===== src/rtl/add8_seq_pkg.sv =====
// -----------------------------------------------------------------------------
// add8_seq_pkg
// Shared types, constants and helper functions for the add8_seq_arb sequencer.
//   state_e  : sequencer FSM states (IDLE, RUN, DONE)
//   BYTE_W   : width of the shared adder slice
//   MAX_REQ  : upper bound on the number of requesters the helpers support
//   rr_pick  : round-robin search over a valid vector starting at a pointer
//   rr_next  : pointer value that follows a granted index
// -----------------------------------------------------------------------------
package add8_seq_pkg;

  localparam int BYTE_W  = 8;
  localparam int MAX_REQ = 8;

  typedef enum logic [1:0] {
    IDLE = 2'd0,
    RUN  = 2'd1,
    DONE = 2'd2
  } state_e;

  // Returns {found, index}. The search visits ptr, ptr+1, ... wrapping at nreq.
  // ptr < nreq and i < nreq, so a single subtraction is enough to wrap.
  function automatic logic [3:0] rr_pick(input logic [MAX_REQ-1:0] valid,
                                         input logic [2:0]         ptr,
                                         input logic [3:0]         nreq);
    logic [3:0] idx;
    logic       found;
    logic [2:0] sel;
    found = 1'b0;
    sel   = 3'd0;
    for (int i = 0; i < MAX_REQ; i++) begin
      idx = {1'b0, ptr} + 4'(i);
      if (idx >= nreq) idx = idx - nreq;
      if (!found && (4'(i) < nreq) && valid[idx[2:0]]) begin
        found = 1'b1;
        sel   = idx[2:0];
      end
    end
    return {found, sel};
  endfunction

  function automatic logic [2:0] rr_next(input logic [2:0] g,
                                         input logic [3:0] nreq);
    logic [3:0] n;
    n = {1'b0, g} + 4'd1;
    return (n >= nreq) ? 3'd0 : n[2:0];
  endfunction

endpackage


===== src/rtl/add8_cin.sv =====
// -----------------------------------------------------------------------------
// add8_cin
// Combinational 8-bit adder with carry-in, built from generate/propagate terms.
// This is the single shared arithmetic resource of add8_seq_arb.
//   a, b  : operand bytes
//   cin   : carry in
//   sum   : a + b + cin (low 8 bits)
//   cout  : carry out of bit 7
// -----------------------------------------------------------------------------
module add8_cin
  import add8_seq_pkg::*;
(
  input  logic [BYTE_W-1:0] a,
  input  logic [BYTE_W-1:0] b,
  input  logic              cin,
  output logic [BYTE_W-1:0] sum,
  output logic              cout
);

  logic [BYTE_W-1:0] g;
  logic [BYTE_W-1:0] p;
  logic [BYTE_W:0]   c;

  always_comb begin
    g    = a & b;
    p    = a ^ b;
    c    = '0;
    c[0] = cin;
    for (int i = 0; i < BYTE_W; i++) begin
      c[i+1] = g[i] | (p[i] & c[i]);
    end
    sum  = p ^ c[BYTE_W-1:0];
    cout = c[BYTE_W];
  end

endmodule


===== src/rtl/add8_seq_arb.sv =====
// -----------------------------------------------------------------------------
// add8_seq_arb
// Round-robin arbiter and byte-serial sequencer around one shared 8-bit adder.
// A granted request is processed LSB byte first, one byte per cycle, with the
// carry chained through carry_q; the full result is returned on rsp_*.
//
// Handshake rule (both channels): a transfer happens on a rising clk edge where
// valid and ready are both high. A producer holding valid keeps its payload
// stable until that edge; rsp_valid stays high and rsp_* stay stable until the
// consumer raises rsp_ready.
//
// Ports
//   clk, rst_n        : clock, asynchronous active-low reset
//   req_valid/ready   : per-requester request handshake (ready is one-hot/zero)
//   req_a, req_b      : packed operands, requester r at [r*W +: W]
//   req_sub           : per-requester subtract select (ADD8_SEQ_SUB_EN only)
//   rsp_valid/ready   : response handshake
//   rsp_id            : requester that owns the response
//   rsp_sum, rsp_cout : result modulo 2^W and carry out of the top byte
//   dbg_state         : current FSM state
//
// Build option: define ADD8_SEQ_SUB_EN to add req_sub. A set req_sub bit makes
// the operation A-B (B inverted, initial carry 1); rsp_cout=1 then means A>=B.
// -----------------------------------------------------------------------------
module add8_seq_arb
  import add8_seq_pkg::*;
#(
  parameter  int NREQ  = 2,
  parameter  int BYTES = 4,
  localparam int W     = BYTE_W * BYTES,
  localparam int IDW   = (NREQ > 1) ? $clog2(NREQ) : 1
)(
  input  logic              clk,
  input  logic              rst_n,
  input  logic [NREQ-1:0]   req_valid,
  output logic [NREQ-1:0]   req_ready,
  input  logic [NREQ*W-1:0] req_a,
  input  logic [NREQ*W-1:0] req_b,
`ifdef ADD8_SEQ_SUB_EN
  input  logic [NREQ-1:0]   req_sub,
`endif
  output logic              rsp_valid,
  input  logic              rsp_ready,
  output logic [IDW-1:0]    rsp_id,
  output logic [W-1:0]      rsp_sum,
  output logic              rsp_cout,
  output state_e            dbg_state
);

  localparam int CW = (BYTES > 1) ? $clog2(BYTES) : 1;

  state_e                         state_q, state_d;
  logic [IDW-1:0]                 rr_ptr_q;
  logic [IDW-1:0]                 id_q;
  logic [CW-1:0]                  cnt_q;
  logic                           carry_q;
  logic [BYTES-1:0][BYTE_W-1:0]   a_q, b_q, sum_q;

  logic [MAX_REQ-1:0] valid_ext;
  logic [3:0]         pick;
  logic               grant_found;
  logic [IDW-1:0]     grant_idx;
  logic               hs;
  logic               last_byte;
  logic [W-1:0]       sel_a, sel_b;
  logic               sel_sub;
  logic [BYTE_W-1:0]  add_sum;
  logic               add_cout;

  // Arbitration: purely combinational from req_valid and rr_ptr_q.
  always_comb begin
    valid_ext            = '0;
    valid_ext[NREQ-1:0]  = req_valid;
    pick                 = rr_pick(valid_ext, 3'(rr_ptr_q), 4'(NREQ));
    grant_found          = pick[3];
    grant_idx            = IDW'(pick[2:0]);
    hs                   = (state_q == IDLE) && grant_found;
    req_ready            = '0;
    if (hs) req_ready[grant_idx] = 1'b1;
  end

  // Payload of the granted requester.
  always_comb begin
    sel_a   = '0;
    sel_b   = '0;
    sel_sub = 1'b0;
    for (int r = 0; r < NREQ; r++) begin
      if (grant_idx == IDW'(r)) begin
        sel_a = req_a[r*W +: W];
        sel_b = req_b[r*W +: W];
`ifdef ADD8_SEQ_SUB_EN
        sel_sub = req_sub[r];
`endif
      end
    end
  end

  assign last_byte = (cnt_q == CW'(BYTES - 1));

  add8_cin u_add8_cin (
    .a    (a_q[cnt_q]),
    .b    (b_q[cnt_q]),
    .cin  (carry_q),
    .sum  (add_sum),
    .cout (add_cout)
  );

  always_comb begin
    state_d = state_q;
    case (state_q)
      IDLE:    if (hs)        state_d = RUN;
      RUN:     if (last_byte) state_d = DONE;
      DONE:    if (rsp_ready) state_d = IDLE;
      default:                state_d = IDLE;
    endcase
  end

  always_ff @(posedge clk or negedge rst_n) begin
    if (!rst_n) begin
      state_q  <= IDLE;
      rr_ptr_q <= '0;
      id_q     <= '0;
      cnt_q    <= '0;
      carry_q  <= 1'b0;
      a_q      <= '0;
      b_q      <= '0;
      sum_q    <= '0;
    end else begin
      state_q <= state_d;
      case (state_q)
        IDLE: begin
          if (hs) begin
            a_q      <= sel_a;
            // Subtraction is folded in here: B stored inverted, carry seeded 1.
            b_q      <= sel_b ^ {W{sel_sub}};
            carry_q  <= sel_sub;
            id_q     <= grant_idx;
            cnt_q    <= '0;
            rr_ptr_q <= IDW'(rr_next(3'(grant_idx), 4'(NREQ)));
          end
        end
        RUN: begin
          sum_q[cnt_q] <= add_sum;
          carry_q      <= add_cout;
          cnt_q        <= cnt_q + CW'(1);
        end
        default: ;
      endcase
    end
  end

  // carry_q holds the top-byte carry for the whole of DONE.
  assign rsp_valid = (state_q == DONE);
  assign rsp_sum   = sum_q;
  assign rsp_cout  = carry_q;
  assign rsp_id    = id_q;
  assign dbg_state = state_q;

endmodule


===== config.mk =====
export PLATFORM = sky130hd
export DESIGN_NAME = add8_seq_arb
export DESIGN_NICKNAME = d
export VERILOG_FILES = /design/src/rtl/add8_seq_pkg.sv /design/src/rtl/add8_cin.sv /design/src/rtl/add8_seq_arb.sv
export SDC_FILE = /design/constraint.sdc
export NUM_CORES = 1
export LEC_CHECK = 0
export BUFFER_PORTS_ARGS = -buffer_cell sky130_fd_sc_hd__clkbuf_2
export CORE_MARGIN = 1
export CORE_UTILIZATION = 54
export CTS_BUF_LIST = sky130_fd_sc_hd__clkbuf_16
export DETAILED_ROUTE_END_ITERATION = 8
export PLACE_DENSITY = 0.85
export SKIP_CTS_REPAIR_TIMING = 1
export SYNTH_ARGS = -nofsm -noshare
export SYNTH_HDL_FRONTEND = slang
export SYNTH_SLANG_ARGS = --single-unit

===== constraint.sdc =====
create_clock -name clk -period 9.7 [get_ports clk]
set_input_delay 1.94 -clock clk [delete_from_list [all_inputs] [get_ports clk]]
set_output_delay 1.94 -clock clk [all_outputs]
set_load 0.1 [all_outputs]

Yosys cells after proc, flatten, opt, wreduce, memory -nomap -nowiden

Cells that the tools add are included.

Bits in registers: 103
Input port bits: 133
Output and inout bits: 39
Logic and storage cells: 97

$add $sub $neg: 5
$lt $le $gt $ge: 9
Equal/unequal tests: 6
Multiplexer cells: 31
Bitwise gates (word level): 19
Reduce and logical (&&, ||, !) cells: 10

Operator list:

| kind                                                        | number |
|---|---|
| 2-to-1 mux 32 bit                                           | 2 |
| binary-select mux 8 bit (select 2 bit)                      | 2 |
| bitwise mux 32 bit                                          | 1 |
| 2-to-1 mux 8 bit                                            | 3 |
| demux 8 bit (select 2 bit)                                  | 1 |
| bitwise XOR 8 bit                                           | 2 |
| 2-to-1 mux 2 bit                                            | 5 |
| 2-to-1 mux 1 bit                                            | 9 |
| bitwise AND 1 bit                                           | 8 |
| bitwise AND 8 bit                                           | 1 |
| less-than comparator 3 x 4 -> 1 bit (second input constant) | 2 |
| OR 1 bit                                                    | 8 |
| binary-select mux 1 bit (select 3 bit)                      | 2 |
| 2-to-1 mux 3 bit                                            | 2 |
| case mux 2 bit (3 select lines)                             | 1 |
| adder 1 x 1 -> 2 bit (second input constant)                | 2 |
| == test 2 bit (second input constant)                       | 2 |
| >= comparator 2 bit (second input constant)                 | 2 |
| logical AND 1 bit                                           | 4 |
| != test 2 bit (second input constant)                       | 2 |
| case mux 2 bit (2 select lines)                             | 1 |
| AND reduction 2 bit                                         | 2 |
| less-than comparator 2 x 3 -> 1 bit (second input constant) | 1 |
| AND reduction 3 bit                                         | 1 |
| other kinds (14)                                            | 14 |

Depth between registers and ports, before layout

Depth in word-level cells: 20
Mapped depth: 14
Mapped depth without buffers: 13

Hierarchy

A second synthesis with hierarchy kept.

Cells, all modules: 363
Area, all modules: 5,014.8 µm²

Modules (own cells, without submodules):

| module       | instances | cells each | area an instance (µm²) | sequential area each (µm²) |
|---|---|---|---|---|
| add8_seq_arb | 1         | 345        | 4,817.1                | 2,577.5 |
| add8_cin     | 1         | 18         | 197.7                  | 0.0 |

Least setup slack after synthesis

Ideal clock, no wire load.

Path kind: input to output
From: in req_valid[0]
To: out req_ready[1]
Data arrival time: 3,177 ps
Required time: 7,760 ps
Setup slack: 4,583 ps
Stages: 3
Path buffers: 1
Cell sequence: nand2b_1 and3_1 clkbuf_1

Longest elaborated chain between the ends: 11
Elaborated cells on any way between the ends: 17
Those cells by class: order compare: 2; mux: 11; reduce/logical: 4

RTL lines:

| item                                                                                             | RTL line           | source |
|---|---|---|
| from (decl)                                                                                      | add8_seq_arb.sv:35 | `input logic [NREQ-1:0] req_valid,` |
| binary-select mux 1 bit (select 3 bit)                                                           | add8_seq_pkg.sv:34 | `if (!found && (4'(i) < nreq) && valid[idx[2:0]]) begin` |
| 2-to-1 mux 1 bit (implied by the code)                                                           | add8_seq_pkg.sv:34 |  |
| 2-to-1 mux 1 bit                                                                                 | add8_seq_pkg.sv:34 |  |
| logical NOT 1 bit                                                                                | add8_seq_pkg.sv:34 |  |
| logical AND 1 bit                                                                                | add8_seq_pkg.sv:34 |  |
| 2-to-1 mux 1 bit                                                                                 | add8_seq_pkg.sv:34 |  |
| less-than comparator 1 x 2 -> 1 bit (implied by the code) or >= comparator 1 bit (tied branches) | add8_seq_arb.sv:79 | `if (hs) req_ready[grant_idx] = 1'b1;` |
| logical AND 1 bit (implied by the code)                                                          | add8_seq_arb.sv:79 |  |
| 2-to-1 mux 1 bit (implied by the code)                                                           | add8_seq_arb.sv:79 |  |
| demux 1 bit (select 1 bit)                                                                       | add8_seq_arb.sv:79 |  |
| 2-to-1 mux 2 bit (*)                                                                             | add8_seq_arb.sv:79 |  |
| to (decl)                                                                                        | add8_seq_arb.sv:36 | `output logic [NREQ-1:0] req_ready,` |

Every way passes the cells marked *; elsewhere a longest branch is shown, timed or not. The select of a mux whose other input is x is not followed.

Worst setup path in the final report

Same ends and word-level chain as after synthesis.

==> metrics.txt <==
max incr delay on CP slightly below 1000 ps; leading area contributor after synthesis dfrtp_1; vias in the first global route 4,045; violated checks design-rule violations; R2R Setup Slk 4410 ps; GRT Util Overall 0.283; Syn Nets 509; GRT met2 Usage 0.451; vias around 3,900; area grow syn2layout 22.7%; routed length per instance 19.9 um; initial core utilization 0.565; crit start category input pin; DP HPWL a little under 9000 um; fmax 176 MHz; Synth Area per Inst 13.7 um^2; register area roughly 0.0026 mm^2; htree depth 3; Die ar. 0.00960 mm^2; Fillers between 600 and 700; Hold Path Depth 2; Reg2Reg Launch Point cnt_q[0]; Max-Cap Viols 0; area occupied by multi-input gates roughly 0.0022 mm^2; crit path capture type output port; kind of critical path in2out; Setup violations, final 0; Clock transition at path regs 70 ps; asr flop ratio synth 1.00; Min-Delay Path Class reg2reg; met3 Use GR 0.0501; Warnings, synthesis 0; pin count of the biggest net entering global routing 70; fin crit period 5680 ps; Reg2Reg Depth 12; clk sinks 103; Syn Inst Count around 360; core area 0.00881 mm^2; layout cells sized above 1 0.457; hold endpoint rsp_sum[24]; RSZ-0062 raised after global routing no; most used routing layer met2; CP most frequent cell clkbuf_2; # nets final 659; I/O Pins 172; setup TNS 0 ps; CTS root buf clkbuf_16; CP max FO 66; IO Port Bufs ~170; worst clock skew 4.99 ps; CTS tree yes; Die X-Extent 98.0 um; synth top area cells dfrtp_1, a221o_1, o21a_1, mux4_2, mux2_2; Final ANT Viol Nets 0; Hold Path Origin rsp_sum[24]; Slew Viols, Final 0; max_slew headroom 0.174; routed wire length 12,500 um; GR Util met1 0.392; CP Cell Sequence clkbuf_2, nand2b_1, and3_2, clkbuf_2; CTS Buf Count 9; synth unique cells 20; initial DRC count 296; Tightest Pin Transition 1240 ps; period utilisation layout 0.586; clock latency on the worst-skew pair 340 ps; Worst Path Arrival between 3000 and 4000 ps; number of remaining DRC errors 9; routability cong. a little under 0.9; CP max stage cell and3_2; row count 34; CTS Buffer Depth 2; Post-synth EDFFs 0; Avg Vias per Cell approximately 6.2; WP data required 7760 ps; 1st-pass router iterations 6; sequential-to-total area share from yosys stat 0.518; r2r endpoint rsp_sum[31]; status complete, but fails checks; Main synth FF type dfrtp_1; first-pass GRT wire length 20,900 um; GRT overflow 0; Yosys reg bits just over 100; antenna violations before repair 0; cell area after synthesis ~0.0050 mm^2; Die H 98.0 um; antenna diode count 0; area share of the largest cell type after synthesis 0.518; final hold violation count 0
-- cells by family after synthesis --
| group | Yosys count | share of synthesized area |
|---|---|---|
| AO/OA/AOI/OAI | 140 | 0.239 |
| adder cells (fa/ha/maj) | 12 | 0.0423 |
| buffers and inverters | 43 | 0.0410 |
| flip-flops | 103 | 0.518 |
| multiplexers | 44 | 0.136 |
| AND/OR/NAND/NOR | 22 | 0.0237 |
-- critical path, delay by kind of cell --
kind / cells / cell delay, ps
AND/OR/NAND/NOR: 2 / 1060
buffers and inverters: 2 / 720
-- per-stage QoR --
step / worst slack, ps / instance area, um^2 / cells / hold WS, ps / util
final: 4020 / 6100 / 627 / 483 / 0.693
after CTS: 4040 / 6100 / 627 / 490 / 0.693
after detailed placement: 4050 / 5820 / 611 / 473 / 0.661
after floorplan: 4580 / 4970 / 364 / 493 / -
after global placement: 4090 / 5820 / 611 / 460 / 0.661
after global routing: 3900 / 6100 / 627 / 522 / 0.693
-- metal layers --
layer / share of wire / wire length, um / up-vias
met2: 0.49 / 6100 / 190
met5: 0 / 0 / -
met1: 0.43 / 5370 / 1928
li1: - / - / 1729
met3: 0.058 / 725 / 23
met4: 0.023 / 286 / 0
-- area by class of cell --
class	instances	area share
Inverter	9	0.00554
Tap cell	108	0.0221
Clock inverter	7	0.00923
Clock buffer	9	0.0369
Timing Repair Buffer	173	0.143
Multi-Input combinational cell	218	0.361
Sequential cell	103	0.422
-- cell usage after synthesis, drive strengths merged (3+ instances only) --
master  instances
inv             9
o21ai           8
ha              4
nand3b          4
nand2b          5
a221o          64
mux2           28
nand2           7
o22ai           3
mux4           16
clkbuf         15
buf            19
nor2            3
fa              8
dfrtp         103
o21a           64
-- flip-flops by register name, indices dropped and copies added, names as in the netlist --
signal	cells
dbg_state	2
b_q	32
a_q	32
rsp_id	1
rsp_sum	32
rsp_cout	1
rr_ptr_q	1
cnt_q	2
-- cells in the final DEF, fill, tap and decap left out --
| cell type | Yosys | layout |
|---|---|---|
| a221o_1 | 64 | 64 |
| and3_2 | 0 | 2 |
| buf_4 | 0 | 3 |
| clkbuf_16 | 0 | 9 |
| clkbuf_2 | 0 | 170 |
| clkinv_2 | 0 | 1 |
| clkinv_4 | 0 | 3 |
| clkinvlp_4 | 0 | 1 |
| dfrtp_1 | 103 | 103 |
| fa_1 | 8 | 8 |
| ha_1 | 4 | 4 |
| inv_1 | 9 | 9 |
| inv_6 | 0 | 2 |
| mux2_2 | 28 | 28 |
| mux4_2 | 16 | 16 |
| nand2_1 | 7 | 7 |
| nand2b_1 | 5 | 5 |
| nand3b_1 | 4 | 4 |
| nor2_1 | 3 | 2 |
| nor2_4 | 0 | 1 |
| o211ai_1 | 1 | 1 |
| o21a_1 | 64 | 64 |
| o21ai_0 | 8 | 8 |
| o22ai_1 | 3 | 3 |
| or2_2 | 0 | 1 |
-- worst max path at each step --
stage          cells after the start          from  slack (ps)      endpoint
2_1_floorplan                      3  req_valid[0]        4580  req_ready[1]
3_3_place_gp                       4  req_valid[0]        4090  req_ready[1]
3_5_place_dp                       4  req_valid[0]        4050  req_ready[1]
4_1_cts                            4  req_valid[0]        4040  req_ready[1]
5_1_grt                            4  req_valid[0]        3900  req_ready[1]
6_report                           4  req_valid[0]        4020  req_ready[1]
Power is not shown: default switching activity piles up to over one toggle a cycle in this logic, so the estimate is an artifact.
